`src/rtl/branch_resolve_bht.sv`:
```
// Branch resolution unit: evaluates RISC-V conditional branches, keeps a BHT of
// 2-bit saturating counters for fetch prediction, and counts branches/mispredicts.
module branch_resolve_bht #(
  parameter int         XLEN        = 32,
  parameter int         BHT_ENTRIES = 64,
  parameter int         IDX_LSB     = 2,
  parameter logic [1:0] CTR_INIT    = 2'b01,
  parameter int         CNT_W       = 32
) (
  input  logic             clk,
  input  logic             rst_n,
  input  logic [XLEN-1:0]  pred_pc,
  output logic             pred_taken,
  input  logic             res_valid,
  input  logic [XLEN-1:0]  res_pc,
  input  logic [XLEN-1:0]  rv1,
  input  logic [XLEN-1:0]  rv2,
  input  logic [2:0]       func3,
  input  logic             res_pred_taken,
  output logic             out_valid,
  output logic             out_taken,
  output logic             out_mispredict,
  output logic             out_illegal,
  input  logic             stat_clr,
  output logic [CNT_W-1:0] br_count,
  output logic [CNT_W-1:0] mp_count
);
  localparam int IDX_W = $clog2(BHT_ENTRIES);

  logic [BHT_ENTRIES-1:0][1:0] bht_q;
  logic [IDX_W-1:0]            pred_idx, res_idx;
  logic                        legal, taken, upd, mis;
  logic [1:0]                  ctr_cur, ctr_d;
  logic                        out_valid_q, out_taken_q, out_mis_q, out_ill_q;
  logic [CNT_W-1:0]            br_count_q, mp_count_q;
  logic                        unused_pc_bits;

  assign pred_idx = pred_pc[IDX_LSB +: IDX_W];
  assign res_idx  = res_pc[IDX_LSB +: IDX_W];
  assign unused_pc_bits = ^{pred_pc, res_pc};

  // 010/011 are the only reserved branch encodings
  assign legal = (func3[2:1] != 2'b01);

  always_comb begin
    taken = 1'b0;
    unique case (func3)
      3'b000:  taken = (rv1 == rv2);
      3'b001:  taken = (rv1 != rv2);
      3'b100:  taken = ($signed(rv1) <  $signed(rv2));
      3'b101:  taken = ($signed(rv1) >= $signed(rv2));
      3'b110:  taken = (rv1 <  rv2);
      3'b111:  taken = (rv1 >= rv2);
      default: taken = 1'b0;
    endcase
  end

  assign upd = res_valid & legal;
  assign mis = taken != res_pred_taken;

  always_comb begin
    ctr_cur = bht_q[res_idx];
    ctr_d   = ctr_cur;
    if (taken && ctr_cur != 2'b11)       ctr_d = ctr_cur + 2'd1;
    else if (!taken && ctr_cur != 2'b00) ctr_d = ctr_cur - 2'd1;
  end

  // Read-before-write: prediction sees the state from before this edge's update
  assign pred_taken = bht_q[pred_idx][1];

  always_ff @(posedge clk or negedge rst_n) begin
    if (!rst_n) begin
      for (int i = 0; i < BHT_ENTRIES; i++) bht_q[i] <= CTR_INIT;
    end else if (upd) begin
      bht_q[res_idx] <= ctr_d;
    end
  end

  always_ff @(posedge clk or negedge rst_n) begin
    if (!rst_n) begin
      out_valid_q <= 1'b0;
      out_taken_q <= 1'b0;
      out_mis_q   <= 1'b0;
      out_ill_q   <= 1'b0;
    end else begin
      out_valid_q <= res_valid;
      out_taken_q <= upd & taken;
      out_mis_q   <= upd & mis;
      out_ill_q   <= res_valid & ~legal;
    end
  end

  // Clear wins over a concurrent increment; counters stick at all-ones
  always_ff @(posedge clk or negedge rst_n) begin
    if (!rst_n) begin
      br_count_q <= '0;
      mp_count_q <= '0;
    end else if (stat_clr) begin
      br_count_q <= '0;
      mp_count_q <= '0;
    end else if (upd) begin
      if (br_count_q != '1)        br_count_q <= br_count_q + CNT_W'(1);
      if (mis && mp_count_q != '1) mp_count_q <= mp_count_q + CNT_W'(1);
    end
  end

  assign out_valid      = out_valid_q;
  assign out_taken      = out_taken_q;
  assign out_mispredict = out_mis_q;
  assign out_illegal    = out_ill_q;
  assign br_count       = br_count_q;
  assign mp_count       = mp_count_q;

endmodule

```
`config.mk`:
```
export PLATFORM = sky130hd
export DESIGN_NAME = branch_resolve_bht
export DESIGN_NICKNAME = d
export VERILOG_FILES = /design/src/rtl/branch_resolve_bht.sv
export SDC_FILE = /design/constraint.sdc
export NUM_CORES = 1
export LEC_CHECK = 0
export BUFFER_PORTS_ARGS = -buffer_cell sky130_fd_sc_hd__buf_2
export CAP_MARGIN = 10
export CORE_MARGIN = 10
export CORE_UTILIZATION = 45
export DETAILED_ROUTE_END_ITERATION = 6
export HOLD_SLACK_MARGIN = 0.02
export PLACE_DENSITY = 0.65
export SLEW_MARGIN = 40
export SYNTH_ARGS = -nofsm -noshare
export SYNTH_HDL_FRONTEND = slang
export SYNTH_SLANG_ARGS = --single-unit
```
`constraint.sdc`:
```
create_clock -name clk -period 4.3 [get_ports clk]
set_clock_uncertainty 0.05 [all_clocks]
set_input_delay 0.43 -clock clk [delete_from_list [all_inputs] [get_ports clk]]
set_output_delay 0.43 -clock clk [all_outputs]
set_load 0.02 [all_outputs]
```
Word-level counts from Yosys, hierarchy flattened
Index checks and enable logic that the tools add are counted.
{"block": "classes", "addsub": 4, "n_lt_le_gt_ge": 7, "eq_ne": 12, "n_mux": 16, "bitwise_logic": 5, "n_reduce_logical": 12}
{"operator": "$mux W32", "count": 6}
{"operator": "$bwmux W128", "count": 1}
{"operator": "$add A32 B1 Y32 const B", "count": 2}
{"operator": "$ge A32 B32 Y1", "count": 2}
{"operator": "$lt A32 B32 Y1", "count": 2}
{"operator": "$ne A32 B32 Y1 const B", "count": 2}
{"operator": "$eq A32 B32 Y1", "count": 1}
{"operator": "$ne A32 B32 Y1", "count": 1}
{"operator": "$bmux W2 S6", "count": 2}
{"operator": "$lt A6 B7 Y1 const B", "count": 2}
{"operator": "$demux W2 S6", "count": 1}
{"operator": "$eq A3 B3 Y1 const B", "count": 4}
{"operator": "$mux W2", "count": 5}
{"operator": "$reduce_bool A2 Y1", "count": 4}
{"operator": "$ge A6 B1 Y1 const B", "count": 1}
{"operator": "$pmux W1 S6", "count": 1}
{"operator": "$and A1 B1 Y1", "count": 4}
{"operator": "$logic_and A1 B1 Y1", "count": 4}
{"operator": "$reduce_and A2 Y1", "count": 2}
{"operator": "$eq A3 B1 Y1 const B", "count": 1}
{"operator": "$logic_not A3 Y1", "count": 1}
{"operator": "$add A2 B1 Y2 const B", "count": 1}
{"operator": "$ne A2 B1 Y1 const B", "count": 1}
{"operator": "$ne A2 B2 Y1 const B", "count": 1}
{"operator": "other kinds (4)", "count": 4}
{"block": "totals", "reg_bits": 196, "input_bits": 136, "out_inout_bits": 69, "word_cells": 126}

Depth between registers and ports, before layout
{"block": "depth", "depth_word": 7, "depth_mapped": 19, "ltp_nobuf": 11}

Least setup slack after synthesis
Ideal clock, no wire load.
{"block": "synth_timing", "kind": "in2reg", "from": "input res_pc[3]", "to": "register bht_q[101] in the netlist's numbering", "setup_time_ps": 126, "arrival_time_ps": 3859, "required_ps": 4124, "slack_ps": 265, "stages": 16, "path_buffers": 6, "path_cell_list": "buf_6 -> nor2b_1 -> buf_6 -> a22oi_2 -> o221ai_1 -> a21o_1 -> a22o_1 -> or4_1 -> buf_2 -> clkbuf_1 -> clkbuf_1 -> ha_1 -> or3_4 -> a211oi_4 -> buf_6 -> o31ai_2"}
{"block": "synth_via", "elab_chain_len": 7, "word_cells_on_any_way": 16, "cone_classes": "add/sub: 2; order compare: 2; eq/ne: 1; mux: 7; reduce/logical: 4"}
{"item": "start: declaration", "line": "15", "text": "input logic [XLEN-1:0] res_pc,"}
{"item": "branches (longest 6 deep; another with $sub A2 B1 Y2)"}
{"item": "$bwmux W128 *", "line": "75", "text": "bht_q[res_idx] <= ctr_d;"}
{"item": "end signal: indexed assignment", "line": "75"}
{"item": "end: declaration", "line": "30", "text": "logic [BHT_ENTRIES-1:0][1:0] bht_q;"}
Mark *: on every way between the ends. The select of a mux whose other input is x is not followed.
A chain may end at the register's enable or synchronous reset.

Final worst setup path
{"block": "layout_timing", "from": "input res_pc[3]", "to": "register bht_q[43] in the netlist's numbering"}
The elaborated chain is that of the path after synthesis.

==> impl_metrics.csv <==
group,metric,value,unit
run_status,status,"finished with violations",
run_status,violations,"design-rule violations",
sta,maxSlewHeadroom,39.7,%
final_layout,num_antenna_cells,0,
drt,first_pass_iters,7,
worst_setup_path,r2r-end,"bht_q[43]",
worst_setup_path,r2r_setup_slack,0.77,ns
worst_setup_path,critPathCapture,"bht_q[43]",
worst_setup_path,critPathCaptureType,"register",
floorplanning,die_x,202,um
placement,dpl_cell_area,16300,um2
cts,cts.sinks,196,
final_layout,finalInstanceArea,16900,um2
cts,clk_latency,0.45,ns
drt,ant_nets,0,
floorplanning,start_util,45.7,%
final_layout,layout.nets,2076,
drt,routed_wl,49800,um
sta,period_share,87.9,%
placement,placedCellCount,2326,
worst_setup_path,cp_top_family,"buffers and inverters",
worst_setup_path,required,4.58,ns
global_route,grt_pass1_wl,78000,um
job,cap_violations,0,
worst_setup_path,crit_cells,14,
global_route,grt_usage,23.5,%
synthesis,synthArstFlopShare,100,%
sta,min_period,3.78,ns
final_layout,syn_to_final_growth,13.4,%
worst_setup_path,crit_slowest_cell,"or4_4",
worst_setup_path,cp_common_cell,"buf_12",
synthesis,synth_top_area_share,22.2,%
worst_setup_path,worst_r2r_path_depth,12,
cts,clk_pin_slew,0.08,ns
worst_setup_path,crit_path_max_fanout,16,
sta,fin_ws,0.520,ns
worst_setup_path,startpoint,"res_pc[3]",
cts,cts-htree-levels,4,
sta,hold-worst-slack,0.0662,ns
synthesis,syn_nets,1981,
cts,cts_buffers,17,
sta,setup_viol,0,
placement,pre_cts_slack,0.220,ns
global_route,use_met1,30.1,%
worst_setup_path,cp_data_arrival_time,4.06,ns
global_route,grt_max_degree,157,
worst_setup_path,r2r-start,"bht_q[11]",
floorplanning,io_pins,205,
sta,rsz0062_at_grt,"no",
pwr,peakVddDrop,0.333,mV
synthesis,synthDistinctLibCells,83,
cts,clockBufferDepth,2,
final_layout,fillers,3096,
drt,drc,3,
final_layout,drive_above_1_share,24.3,%
synthesis,yosys_warnings,0,
global_route,top_usage_layer,"met2",
sta,fin_tns_setup,0,ns
pwr,p_per_area,345,nW/um2
sta,slew_viol_final,0,
worst_setup_path,worstPathCellList,"buf_2 -> buf_4 -> mux2_2 -> a22oi_1 -> nor2b_1 -> o21ai_0 -> o211ai_1 -> or4_4 -> ha_4 -> or3_4 -> a211oi_4 -> buf_12 -> buf_12 -> o31ai_2",
sta,timing.fmax,0.265,GHz
drt,num_vias,14600,
floorplanning,die_h,202,um
floorplanning,placementRows,66,
hold_path,hp-class,"primary input to register",
placement,gp_congestion,0.939,
floorplanning,core_area,32600,um2
cts,clockRootBuffer,"clkbuf_16",
cts,post-cts-setup-buffers,0,
global_route,antenna_found_initial,0,
pwr,power_leakage,7.55,nW
drt,wl_per_cell,21.1,um
synthesis,avgSynthCellArea,8.23,um2
drt,vias_per_cell,6.18,
final_layout,fin_cells,2359,
final_layout,final_core_util,51.8,%
global_route,grt_pass1_vias,14000,
placement,port-buffer-count,152,
sta,hold_violations,0,
synthesis,ys_ff_latch,196,
drt,drt-initial-drc-count,1587,
global_route,overflow,0,
synthesis,ys.flop_type,"dfrtp_1",
synthesis,synthCells,1809,
synthesis,syn_area,14900,um2
synthesis,yosysTopAreaCell,"dfrtp_1",
sta,tightest_slew,0.898,ns
global_route,grtUsageMet3,4.67,%
worst_setup_path,startpoint_type,"primary input",
synthesis,yosysSeqAreaShare,33.5,%
cts,cts_tree,"done",
synthesis,synth.area.top_cells,"dfrtp_1 22%, dfstp_2 11%, nand2_1 6.6%",
worst_setup_path,cp_slowest_stage_delay,0.54,ns
worst_setup_path,critical_path_class,"primary input to register",
global_route,use_met2,38.9,%
worst_setup_path,path_buf_inv,4,
placement,dp_hpwl,34000,um
pwr,power,5.82,mW
synthesis,synth-edff-count,0,
floorplanning,die_area,40800,um2
## state kept, by name, indices dropped and copies added, names as in the netlist
signal          count
bht_q             128
br_count           32
mp_count           32
out_illegal         1
out_mispredict      1
out_taken           1
out_valid           1
## worst min path at each step
stage               startpoint         end  cells after the start
floorplan                rst_n  bht_q[101]                      0
global placement         rst_n   bht_q[41]                      1
detailed placement       rst_n   bht_q[47]                      1
CTS                  res_valid   out_valid                      1
global route         res_valid   out_valid                      1
finish               res_valid   out_valid                      1
## cells in the mapped netlist (34+ instances only)
library cell  number
a21oi_1           34
and3_1           121
clkbuf_1          92
dfrtp_1          132
dfstp_2           64
ha_1              36
inv_1             47
mux2_2            34
mux2i_1           34
nand2_1          262
nand3_1           87
nand4_1           60
nor2_1           159
nor3_1           133
o21ai_0           91
o21ai_1           48
o31ai_2           60
## final cells by class
type | instances | area [um2] | area share [%]
clock buffers | 17 | 425 | 2.52
clock inverters | 15 | 185 | 1.10
inverters | 48 | 180 | 1.07
multi-input cells | 1421 | 9090 | 53.8
flip-flops and latches | 196 | 4980 | 29.5
well taps | 442 | 553 | 3.28
repair buffers | 220 | 1460 | 8.67
## cells by family after synthesis
group | share of synthesized area [%]
flip-flops | 33.5
AO/OA/AOI/OAI | 15.8
buffers and inverters | 5.84
XOR/XNOR | 1.59
AND/OR/NAND/NOR | 31.5
adder cells (fa/ha/maj) | 3.02
multiplexers | 8.75
## placed cells by master, fill, tap and decap left out, types with 7 or more instances in the layout
cell type,synthesis,layout
nand3_1,87,87
or4_1,19,18
mux2_1,7,7
o31ai_2,60,60
and4_1,8,8
o211ai_1,7,7
buf_2,28,150
nor2b_1,32,32
mux2i_1,34,34
o21ai_0,91,91
nor4_1,17,17
mux2_2,34,34
dfstp_2,64,64
inv_1,47,47
xor2_1,23,23
clkbuf_16,0,17
a21oi_1,34,34
nand4_1,60,60
and2_1,10,10
nor3_1,133,132
or3_1,7,7
buf_12,0,14
a22oi_1,15,15
o21ai_1,48,48
a221oi_1,10,10
buf_4,2,53
dfrtp_1,132,132
nand2_1,262,261
and3_1,121,121
nor2_1,159,158
ha_1,36,34
mux4_2,21,21
## repair_timing
action / CTS / global route
hold buffers: 1 / 0
endpoints found under the hold margin: 14 / 0
resized for setup: 0 / 0
## power by group
group	switching, mW	leakage (nW)	total (mW)	internal [mW]
clock	0.841	0.292	1.73	0.890
combinational	1.13	4.77	1.74	0.617
sequential	0.185	2.48	2.34	2.16
## layer usage
| metal | wire (um) | share of wire, % |
|---|---|---|
| met5 | 0 | 0 |
| met4 | 1470 | 2.9 |
| met3 | 4070 | 8.2 |
| met2 | 23700 | 48 |
| met1 | 20500 | 41 |
Power figures use the tool's default switching activity.
